**config.mk**
```make
export PLATFORM = sky130hd
export DESIGN_NAME = ram_burst_reader_flat
export DESIGN_NICKNAME = d
export VERILOG_FILES = /design/src/rtl/ram_burst_reader_if.sv /design/src/rtl/ram_burst_reader.sv /design/src/flat_wrapper.sv
export SDC_FILE = /design/constraint.sdc
export NUM_CORES = 1
export LEC_CHECK = 0
export BUFFER_PORTS_ARGS = -buffer_cell sky130_fd_sc_hd__clkbuf_2
export CORE_MARGIN = 1.5
export CORE_UTILIZATION = 55
export DETAILED_ROUTE_END_ITERATION = 10
export PLACE_DENSITY_LB_ADDON = 0.08
export SYNTH_ARGS = -nofsm -noshare
export SYNTH_HDL_FRONTEND = slang
export SYNTH_SLANG_ARGS = --single-unit
```
**constraint.sdc**
```tcl
create_clock -name clk -period 5.26 [get_ports clk]
set_clock_uncertainty 0.05 [all_clocks]
set_input_delay 1.052 -clock clk [delete_from_list [all_inputs] [get_ports clk]]
set_output_delay 1.052 -clock clk [all_outputs]
set_load 0.05 [all_outputs]
```
**src/rtl/ram_burst_reader_if.sv**
```systemverilog
// ram_burst_reader_if
//   Bundles the command, RAM read-port and output-stream signals of
//   ram_burst_reader.
//   master : the burst reader itself (drives busy/done, RAM address/enable,
//            and the stream data/valid/last).
//   slave  : the surroundings (command source, RAM, stream sink).
//   Signals:
//     start/start_addr/length : burst command, sampled on start in IDLE
//     busy/done               : burst status
//     ram_raddr/ram_re        : to RAM read port
//     ram_rdata               : from RAM read port
//     m_data/m_valid/m_last   : output stream
//     m_ready                 : stream back-pressure from the sink
interface ram_burst_reader_if #(
  parameter int DATA_WIDTH = 8,
  parameter int ADDR_WIDTH = 9,
  parameter int LEN_WIDTH  = ADDR_WIDTH + 1
);
  logic                  start;
  logic [ADDR_WIDTH-1:0] start_addr;
  logic [LEN_WIDTH-1:0]  length;
  logic                  busy;
  logic                  done;
  logic [ADDR_WIDTH-1:0] ram_raddr;
  logic                  ram_re;
  logic [DATA_WIDTH-1:0] ram_rdata;
  logic [DATA_WIDTH-1:0] m_data;
  logic                  m_valid;
  logic                  m_ready;
  logic                  m_last;

  modport master (
    input  start, start_addr, length, ram_rdata, m_ready,
    output busy, done, ram_raddr, ram_re, m_data, m_valid, m_last
  );

  modport slave (
    output start, start_addr, length, ram_rdata, m_ready,
    input  busy, done, ram_raddr, ram_re, m_data, m_valid, m_last
  );
endinterface

```
**src/rtl/ram_burst_reader.sv**
```systemverilog
// ram_burst_reader
//   Read-side controller for the simple dual-port RAM. A start command
//   streams `length` consecutive words (address wrapping at the top of
//   memory) out on a valid/ready stream. Reads are throttled by a 4-credit
//   rule so that every word ever requested from the RAM has a guaranteed
//   slot in the 4-entry first-word-fall-through skid FIFO; the sink may
//   stall at any time without loss or duplication.
//   Ports:
//     clk  : single clock (RAM rclk is tied to it)
//     rst  : asynchronous, active-high reset
//     bus  : ram_burst_reader_if.master (command, status, RAM read port,
//            output stream)
//   OUTPUT_REG must match the attached RAM: "FALSE" -> 1-cycle read
//   latency, "TRUE" -> 2-cycle read latency.
module ram_burst_reader #(
  parameter int DATA_WIDTH = 8,
  parameter int ADDR_WIDTH = 9,
  parameter     OUTPUT_REG = "FALSE",
  parameter int LEN_WIDTH  = ADDR_WIDTH + 1
) (
  input  logic               clk,
  input  logic               rst,
  ram_burst_reader_if.master bus
);

  localparam int LAT        = (OUTPUT_REG == "TRUE") ? 2 : 1;
  localparam int STAGES     = LAT - 1;
  localparam int FIFO_DEPTH = 4;

  typedef enum logic [1:0] {IDLE, READ, DRAIN} state_t;

  typedef struct packed {
    logic                  last;
    logic [DATA_WIDTH-1:0] data;
  } beat_t;

  state_t                state, state_nxt;

  // burst bookkeeping
  logic [ADDR_WIDTH-1:0] addr;
  logic [LEN_WIDTH-1:0]  remaining;

  // registered RAM request
  logic                  ram_re_q;
  logic                  ram_last_q;
  logic [ADDR_WIDTH-1:0] ram_raddr_q;

  // latency tracker: vld_pipe[STAGES] is high exactly when ram_rdata holds
  // a requested word; last_pipe travels alongside it
  logic [STAGES:0]       vld_pipe;
  logic [STAGES:0]       last_pipe;

  // skid FIFO
  beat_t                 fifo_mem [FIFO_DEPTH];
  logic [1:0]            wr_ptr, rd_ptr;
  logic [2:0]            fifo_count;
  beat_t                 head;
  logic                  push, pop, m_valid_c;

  // credit accounting
  logic [2:0]            inflight;
  logic [3:0]            credit_used;

  // FSM outputs
  logic                  issue;
  logic                  busy_c;
  logic                  done_nxt;
  logic                  done_q;

  assign m_valid_c = (fifo_count != 3'd0);
  assign head      = fifo_mem[rd_ptr];
  assign pop       = m_valid_c & bus.m_ready;
  assign push      = vld_pipe[STAGES];

  // Every word that is requested but not yet accepted by the sink occupies
  // one credit: the pending request, each tracker stage, and each FIFO
  // entry. A pop on this edge frees its slot before the new request lands,
  // which keeps the stream bubble-free at full rate for both latencies.
  always_comb begin
    inflight = {2'b00, ram_re_q};
    for (int i = 0; i <= STAGES; i++) begin
      inflight = inflight + {2'b00, vld_pipe[i]};
    end
    credit_used = {1'b0, fifo_count} + {1'b0, inflight} - {3'b000, pop};
  end

  // ---------------------------------------------------------------- FSM
  always_ff @(posedge clk or posedge rst) begin
    if (rst) state <= IDLE;
    else     state <= state_nxt;
  end

  always_comb begin
    state_nxt = state;
    case (state)
      IDLE:    if (bus.start && (bus.length != '0)) state_nxt = READ;
      // remaining reaches zero on the edge that registers the final request;
      // leaving READ one edge later keeps ram_re confined to READ
      READ:    if (remaining == '0) state_nxt = DRAIN;
      DRAIN:   if (pop && head.last) state_nxt = IDLE;
      default: state_nxt = IDLE;
    endcase
  end

  always_comb begin
    busy_c   = (state != IDLE);
    issue    = (state == READ) && (remaining != '0) && (credit_used < 4'd4);
    done_nxt = ((state == IDLE)  && bus.start && (bus.length == '0)) ||
               ((state == DRAIN) && pop && head.last);
  end

  // ---------------------------------------------------------- datapath
  always_ff @(posedge clk or posedge rst) begin
    if (rst) begin
      addr        <= '0;
      remaining   <= '0;
      ram_re_q    <= 1'b0;
      ram_last_q  <= 1'b0;
      ram_raddr_q <= '0;
      vld_pipe    <= '0;
      last_pipe   <= '0;
      done_q      <= 1'b0;
    end else begin
      done_q <= done_nxt;
      if ((state == IDLE) && bus.start) begin
        addr      <= bus.start_addr;
        remaining <= bus.length;
      end else if (issue) begin
        addr      <= addr + 1'b1;          // wraps MAX -> 0
        remaining <= remaining - 1'b1;
      end
      ram_re_q   <= issue;
      ram_last_q <= issue && (remaining == LEN_WIDTH'(1));
      if (issue) ram_raddr_q <= addr;
      vld_pipe[0]  <= ram_re_q;
      last_pipe[0] <= ram_last_q;
      for (int i = 1; i <= STAGES; i++) begin
        vld_pipe[i]  <= vld_pipe[i-1];
        last_pipe[i] <= last_pipe[i-1];
      end
    end
  end

  // ------------------------------------------------------------- FIFO
  always_ff @(posedge clk) begin
    if (push) fifo_mem[wr_ptr] <= '{last: last_pipe[STAGES], data: bus.ram_rdata};
  end

  always_ff @(posedge clk or posedge rst) begin
    if (rst) begin
      wr_ptr     <= '0;
      rd_ptr     <= '0;
      fifo_count <= '0;
    end else begin
      if (push) wr_ptr <= wr_ptr + 1'b1;
      if (pop)  rd_ptr <= rd_ptr + 1'b1;
      case ({push, pop})
        2'b10:   fifo_count <= fifo_count + 1'b1;
        2'b01:   fifo_count <= fifo_count - 1'b1;
        default: fifo_count <= fifo_count;
      endcase
    end
  end

  fifo_no_overflow: assert property (@(posedge clk) disable iff (rst)
    !(push && !pop && (fifo_count == 3'(FIFO_DEPTH))));

  // ----------------------------------------------------------- outputs
  assign bus.busy      = busy_c;
  assign bus.done      = done_q;
  assign bus.ram_re    = ram_re_q;
  assign bus.ram_raddr = ram_raddr_q;
  assign bus.m_valid   = m_valid_c;
  // gated so stale FIFO contents never show while empty (including after reset)
  assign bus.m_data    = m_valid_c ? head.data : '0;
  assign bus.m_last    = m_valid_c & head.last;

endmodule
```
**src/flat_wrapper.sv**
```systemverilog
// flat-port wrapper written by rule: the top's interface ports become plain ports
module ram_burst_reader_flat 
#(
  parameter int DATA_WIDTH = 8,
  parameter int ADDR_WIDTH = 9,
  parameter     OUTPUT_REG = "     ",
  parameter int LEN_WIDTH  = ADDR_WIDTH + 1
)
  (clk, rst, bus_start, bus_start_addr, bus_length, bus_ram_rdata, bus_m_ready, bus_busy, bus_done, bus_ram_raddr, bus_ram_re, bus_m_data, bus_m_valid, bus_m_last);
  ram_burst_reader_if #(.DATA_WIDTH(DATA_WIDTH), .ADDR_WIDTH(ADDR_WIDTH), .LEN_WIDTH(LEN_WIDTH)) bus_i ();
  input  logic clk;
  input  logic rst;
  input wire logic [$bits(bus_i.start)-1:0] bus_start;
  input wire logic [$bits(bus_i.start_addr)-1:0] bus_start_addr;
  input wire logic [$bits(bus_i.length)-1:0] bus_length;
  input wire logic [$bits(bus_i.ram_rdata)-1:0] bus_ram_rdata;
  input wire logic [$bits(bus_i.m_ready)-1:0] bus_m_ready;
  output wire logic [$bits(bus_i.busy)-1:0] bus_busy;
  output wire logic [$bits(bus_i.done)-1:0] bus_done;
  output wire logic [$bits(bus_i.ram_raddr)-1:0] bus_ram_raddr;
  output wire logic [$bits(bus_i.ram_re)-1:0] bus_ram_re;
  output wire logic [$bits(bus_i.m_data)-1:0] bus_m_data;
  output wire logic [$bits(bus_i.m_valid)-1:0] bus_m_valid;
  output wire logic [$bits(bus_i.m_last)-1:0] bus_m_last;
  assign bus_i.start = bus_start;
  assign bus_i.start_addr = bus_start_addr;
  assign bus_i.length = bus_length;
  assign bus_i.ram_rdata = bus_ram_rdata;
  assign bus_i.m_ready = bus_m_ready;
  assign bus_busy = bus_i.busy;
  assign bus_done = bus_i.done;
  assign bus_ram_raddr = bus_i.ram_raddr;
  assign bus_ram_re = bus_i.ram_re;
  assign bus_m_data = bus_i.m_data;
  assign bus_m_valid = bus_i.m_valid;
  assign bus_m_last = bus_i.m_last;
  ram_burst_reader #(.DATA_WIDTH(DATA_WIDTH), .ADDR_WIDTH(ADDR_WIDTH), .OUTPUT_REG(OUTPUT_REG), .LEN_WIDTH(LEN_WIDTH)) u_core (.clk(clk), .rst(rst), .bus(bus_i));
endmodule
```
---- After elaboration in Yosys (flattened, before gate mapping) ----
Memories as Yosys holds them, arrays and structs flattened.
Index checks and enable logic that the tools add are counted.
word-level totals
  register bits after elaboration ......... 42
  memory bits (writable) .................. 36
  input port bits ......................... 31
  output and inout bits ................... 22
  logic and storage cells ................. 65
  memories kept ........................... 1
memories
  name             words  width  read ports  clocked after Yosys merged registers in  write ports  line                    RTL
  u_core.fifo_mem  4      9      1           0                                        1            ram_burst_reader.sv:54  beat_t fifo_mem [FIFO_DEPTH];
cells by class
  add/subtract/negate cells ............... 9
  order comparisons ....................... 1
  equality and inequality tests ........... 8
  muxes and demuxes ....................... 12
  bitwise gates (word level) .............. 2
  reduce and logical (&&, ||, !) cells .... 20
operators with widths
  kind                                                    number
  zero test 10 bit                                        2
  2-to-1 mux 10 bit                                       2
  nonzero test 10 bit                                     2
  2-to-1 mux 9 bit                                        2
  == test 10 x 1 -> 1 bit (second input constant)         1
  subtractor 10 x 1 -> 10 bit (second input constant)     1
  adder 9 x 1 -> 9 bit (second input constant)            1
  logical AND 1 bit                                       9
  2-to-1 mux 8 bit                                        1
  2-to-1 mux 2 bit                                        3
  inequality test 2 x 1 -> 1 bit (second input constant)  3
  case mux 2 bit (3 select lines)                         1
  case mux 3 bit (2 select lines)                         1
  nonzero test 2 bit                                      3
  adder 2 x 1 -> 2 bit (second input constant)            2
  adder 3 x 3 -> 4 bit                                    1
  == test 2 x 1 -> 1 bit (second input constant)          2
  == test 2 bit (second input constant)                   2
  < comparator 4 x 3 -> 1 bit (second input constant)     1
  subtractor 4 x 1 -> 4 bit                               1
  adder 3 x 1 -> 3 bit (second input constant)            1
  AND reduction 3 bit                                     1
  nonzero test 3 bit                                      1
  subtractor 3 x 1 -> 3 bit (second input constant)       1
  5 further kinds                                         7

---- Depth between registers and ports, before layout ----
  depth in word-level cells ............... 7
  gate-level depth with buffers ........... 14
  depth with buffers taken out ............ 12

---- Worst setup path after synthesis ----
No wires, ideal clock.
  kind .................................... input -> register
  start point ............................. in bus_m_ready
  end point ............................... reg u_core.addr[3]
  library setup time ...................... 69 ps
  arrival time ............................ 3144 ps
  data required time ...................... 5141 ps
  setup slack ............................. 1997 ps
  cell stages on the path ................. 9
  path buffers ............................ 1
  cells stage by stage .................... nand2b_1 -> or2_2 -> ha_1 -> a21oi_1 -> or4b_1 -> a31o_2 -> buf_6 -> or4_1 -> nand3_1
between the ends
  word-level cells in the longest chain between the ends .. 5
RTL lines
  item                          line                     RTL
  start, declared               flat_wrapper.sv:17       input wire logic [$bits(bus_i.m_ready)-1:0] bus_m_ready;
  bitwise AND 1 bit             ram_burst_reader.sv:72   assign pop = m_valid_c & bus.m_ready;
  subtractor 4 x 1 -> 4 bit     ram_burst_reader.sv:84   credit_used = {1'b0, fifo_count} + {1'b0, inflight} - {3'b000, pop};
  < comparator 4 x 3 -> 1 bit   ram_burst_reader.sv:107  issue = (state == READ) && (remaining != '0) && (credit_used < 4'd4);
  logical AND 1 bit             ram_burst_reader.sv:107
  nonzero test 2 bit (no line)  -
  end signal, assigned          ram_burst_reader.sv:126  addr <= bus.start_addr;
  end signal, assigned          ram_burst_reader.sv:129  addr <= addr + 1'b1;
  end, declared                 ram_burst_reader.sv:40   logic [ADDR_WIDTH-1:0] addr;
Every way passes these cells.
A chain may end at the register's enable or synchronous reset.

---- Final worst setup path ----
  start point ............................. in bus_m_ready
  end point ............................... reg u_core.remaining[7]
between the ends
  word-level cells in the longest chain between the ends .. 5
RTL lines
  item                          line                     RTL
  bitwise AND 1 bit             ram_burst_reader.sv:72
  subtractor 4 x 1 -> 4 bit     ram_burst_reader.sv:84
  < comparator 4 x 3 -> 1 bit   ram_burst_reader.sv:107
  logical AND 1 bit             ram_burst_reader.sv:107
  nonzero test 2 bit (no line)  -
  end signal, assigned          ram_burst_reader.sv:127  remaining <= bus.length;
  end signal, assigned          ram_burst_reader.sv:130  remaining <= remaining - 1'b1;
  end, declared                 ram_burst_reader.sv:41   logic [LEN_WIDTH-1:0] remaining;
Every way passes these cells.

==> run summary <==
status -> finished clean
drt pass-1 iters -> 4
Period Utilization, post-route -> 0.6625
final estimated routing congestion in global placement -> 0.7839
#FFs+latches synth -> 78
initial DRC count -> 112
R2R Setup Slk -> 1910 ps
synth warn -> 0
worst-path maximum fanout -> 30
Mapped Cells -> 311
Leakage Power -> 1.761 nW
Area Overhead vs Synth -> 13.83%
Area contributors post-synth -> edfxtp_1, dfrtp_1, mux4_2
setup TNS -> 0 ps
Multi-input gate area -> 0.001365 sq mm
# fillers -> 516
CTS Buf Count -> 9
R2R cell count -> 11
total wire length -> 6614 um
share of cells above drive strength 1 -> 0.2213
Final setup viols -> 0
antenna-violating nets left -> 0
top cell type's share of synthesized area -> 0.2987
Post-synth EDFFs -> 36
DRC errors left -> 0
area post-placement -> 0.003921 sq mm
Pins Over Slew Limit -> 0
DR WL/cell -> 14.93 um
synthesized area -> 0.003620 sq mm
Clk Latency, worst-skew pair -> 350 ps
Final min period -> 3485 ps
pin count of the biggest net entering global routing -> 43
core area -> 0.006350 sq mm
nets -> 405
fin worst setup slack -> 1775 ps
post-synthesis async set-or-reset flop share -> 0.5385
CP peak stage delay -> 510 ps
n_diodes -> 0
critical setup path kind -> in -> reg
Synth top cells by count -> nand2_1, dfrtp_1, edfxtp_1, nand3_1, nor2_1
cell count along the critical path -> 10
Pwr Density -> 660.4 mW/mm^2
Via density -> 5.603
die width -> 84.13 um
die area -> 0.007077 sq mm
# clock sinks -> 78
Max clock buf depth -> 2
slew at the pin with the worst max-slew slack -> 853.8 ps
syn avg cell area -> 11.64 sq um
total power -> 2.721 mW
row count -> 29
Yosys cell types -> 41
I/O Buffers -> 52
r2r endpoint -> u_core.remaining[7]
sequential area share after synthesis -> 0.5890
CP startpoint kind -> input pin
starting density of the core -> 0.5700
reg2reg start -> u_core.push
CTS tree -> yes
Overall Global Routing Usage -> 0.2035
post-CTS setup buffer count -> 0
first-pass GRT wire length -> 11,200 um
Final Cell Area -> 0.004120 sq mm
die span in y -> 84.13 um
Worst setup startpoint -> bus_m_ready
endpoint class of the critical path -> flop
worst hold slack -> 296.9 ps
I/O pin total -> 53
Hold Path Class -> reg -> reg
RSZ-0062 raised after global routing -> false
most common cell in the netlist -> nand2_1
cell family with most CP delay -> compound AO/OA/AOI/OAI gates
prevailing post-synth register cell -> dfrtp_1
Clk Tree Root Cell -> clkbuf_8
Slew HR -> 0.4308
Critical Path End -> u_core.remaining[7]
Seq. cell area -> 0.002132 sq mm
CP arrival -> 3670 ps
Worst Path Buf+Inv -> 2
Hold Fails Final Rpt -> 0
Place WS -> 1427 ps
post-CTS sizing -> 0
Synth area leader -> edfxtp_1
Peak Freq -> 0.2870 GHz
Vias -> 2,482
Peak VDD IR -> 353.6 uV
Post-CTS Hold Buffers -> 0
H-Tree Depth -> 3
worst-path cell with the longest stage delay -> or4b_1
vias in the first global route -> 2,401
Worst-path clk slew -> 80 ps
detailed placement HPWL -> 4512 um
max-cap viol count -> 0
Worst EP required -> 5450 ps
Post-Syn Nets -> 355
initial antenna violation count -> 0
critical-path cell list -> clkbuf_2 -> nand2b_1 -> or2_2 -> ha_1 -> a21oi_1 -> or4b_1 -> a31o_2 -> inv_2 -> a31oi_1 -> a211o_1
grt ovf -> 0
==> how the worst min path moves through the flow <==
| stage | start | end | slack, ps | depth (start not counted) |
|---|---|---|---|---|
| after floorplan | u_core.ram_last_q | u_core.last_pipe | 280 | 0 |
| after global placement | u_core.ram_last_q | u_core.last_pipe | 290 | 0 |
| after detailed placement | u_core.ram_last_q | u_core.last_pipe | 290 | 0 |
| after CTS | u_core.ram_last_q | u_core.last_pipe | 300 | 0 |
| after global routing | u_core.ram_last_q | u_core.last_pipe | 310 | 0 |
| final | u_core.ram_last_q | u_core.last_pipe | 300 | 0 |
==> power breakdown <==
group          total [mW]  internal, mW  switching (mW)
registers           0.982         0.820           0.162
clock network       0.442         0.220           0.223
logic                1.30         0.428           0.869
total                2.72          1.47            1.25
==> registers in the layout (all words and copies together) (netlist names) <==
register and cells:
u_core.fifo_count 3, u_core.push 1, u_core.bus.ram_raddr 9, u_core.bus.ram_re 1, u_core.addr 9, u_core.ram_last_q 1, u_core.last_pipe 1, u_core.fifo_mem 36
u_core.remaining 10, u_core.state 2, u_core.wr_ptr 2, u_core.bus.done 1, u_core.rd_ptr 2
==> metrics by stage <==
stage          cells  utilization
3_5_place_dp     427       0.6175
2_1_floorplan    311            -
5_1_grt          443       0.6489
3_3_place_gp     427       0.6175
4_1_cts          443       0.6489
6_report         443       0.6489
==> layout make-up <==
cell class / instances / area share
well taps: 77 / 0.02338
multi-input cells: 203 / 0.3313
flip-flops and latches: 78 / 0.5175
repair buffers: 53 / 0.06499
clock inverters: 7 / 0.01822
clock buffers: 9 / 0.03006
inverters: 16 / 0.01458
==> cell families (layout without fill, tap and decap cells) <==
group / Yosys count / count (layout) / share of synthesized area
compound gates: 35 / 35 / 0.06741
xor+xnor: 8 / 8 / 0.01936
fa+ha+maj: 13 / 13 / 0.04701
simple gates: 137 / 137 / 0.1846
mux: 10 / 10 / 0.05876
flops: 78 / 78 / 0.5890
buf+inv: 30 / 85 / 0.03387
==> layer usage <==
layer,vias up,routed length [um],share of wire,global-route usage
met2,61,3370,0.51,0.3396
met4,0,108,0.016,0.08346
met1,1195,2860,0.43,0.2594
met5,-,0,0,0
li1,1216,-,-,-
met3,10,275,0.042,0.04451
==> layout by cell type (no fill, tap or decap), types with 3 or more instances in the layout <==
master	n
nand2_1	54
clkbuf_2	52
dfrtp_1	42
edfxtp_1	36
nor2_1	19
nand3_1	19
inv_1	15
and2_1	15
ha_1	12
mux4_2	9
clkbuf_8	9
a21oi_1	8
o211ai_1	8
nand2b_1	5
o21ai_0	5
nand4_1	5
xnor2_1	5
or4_1	5
nor3_1	3
xor2_1	3
nor4_1	3
a32oi_1	3
nand3b_1	3
clkinv_4	3
Power figures use the tool's default switching activity.
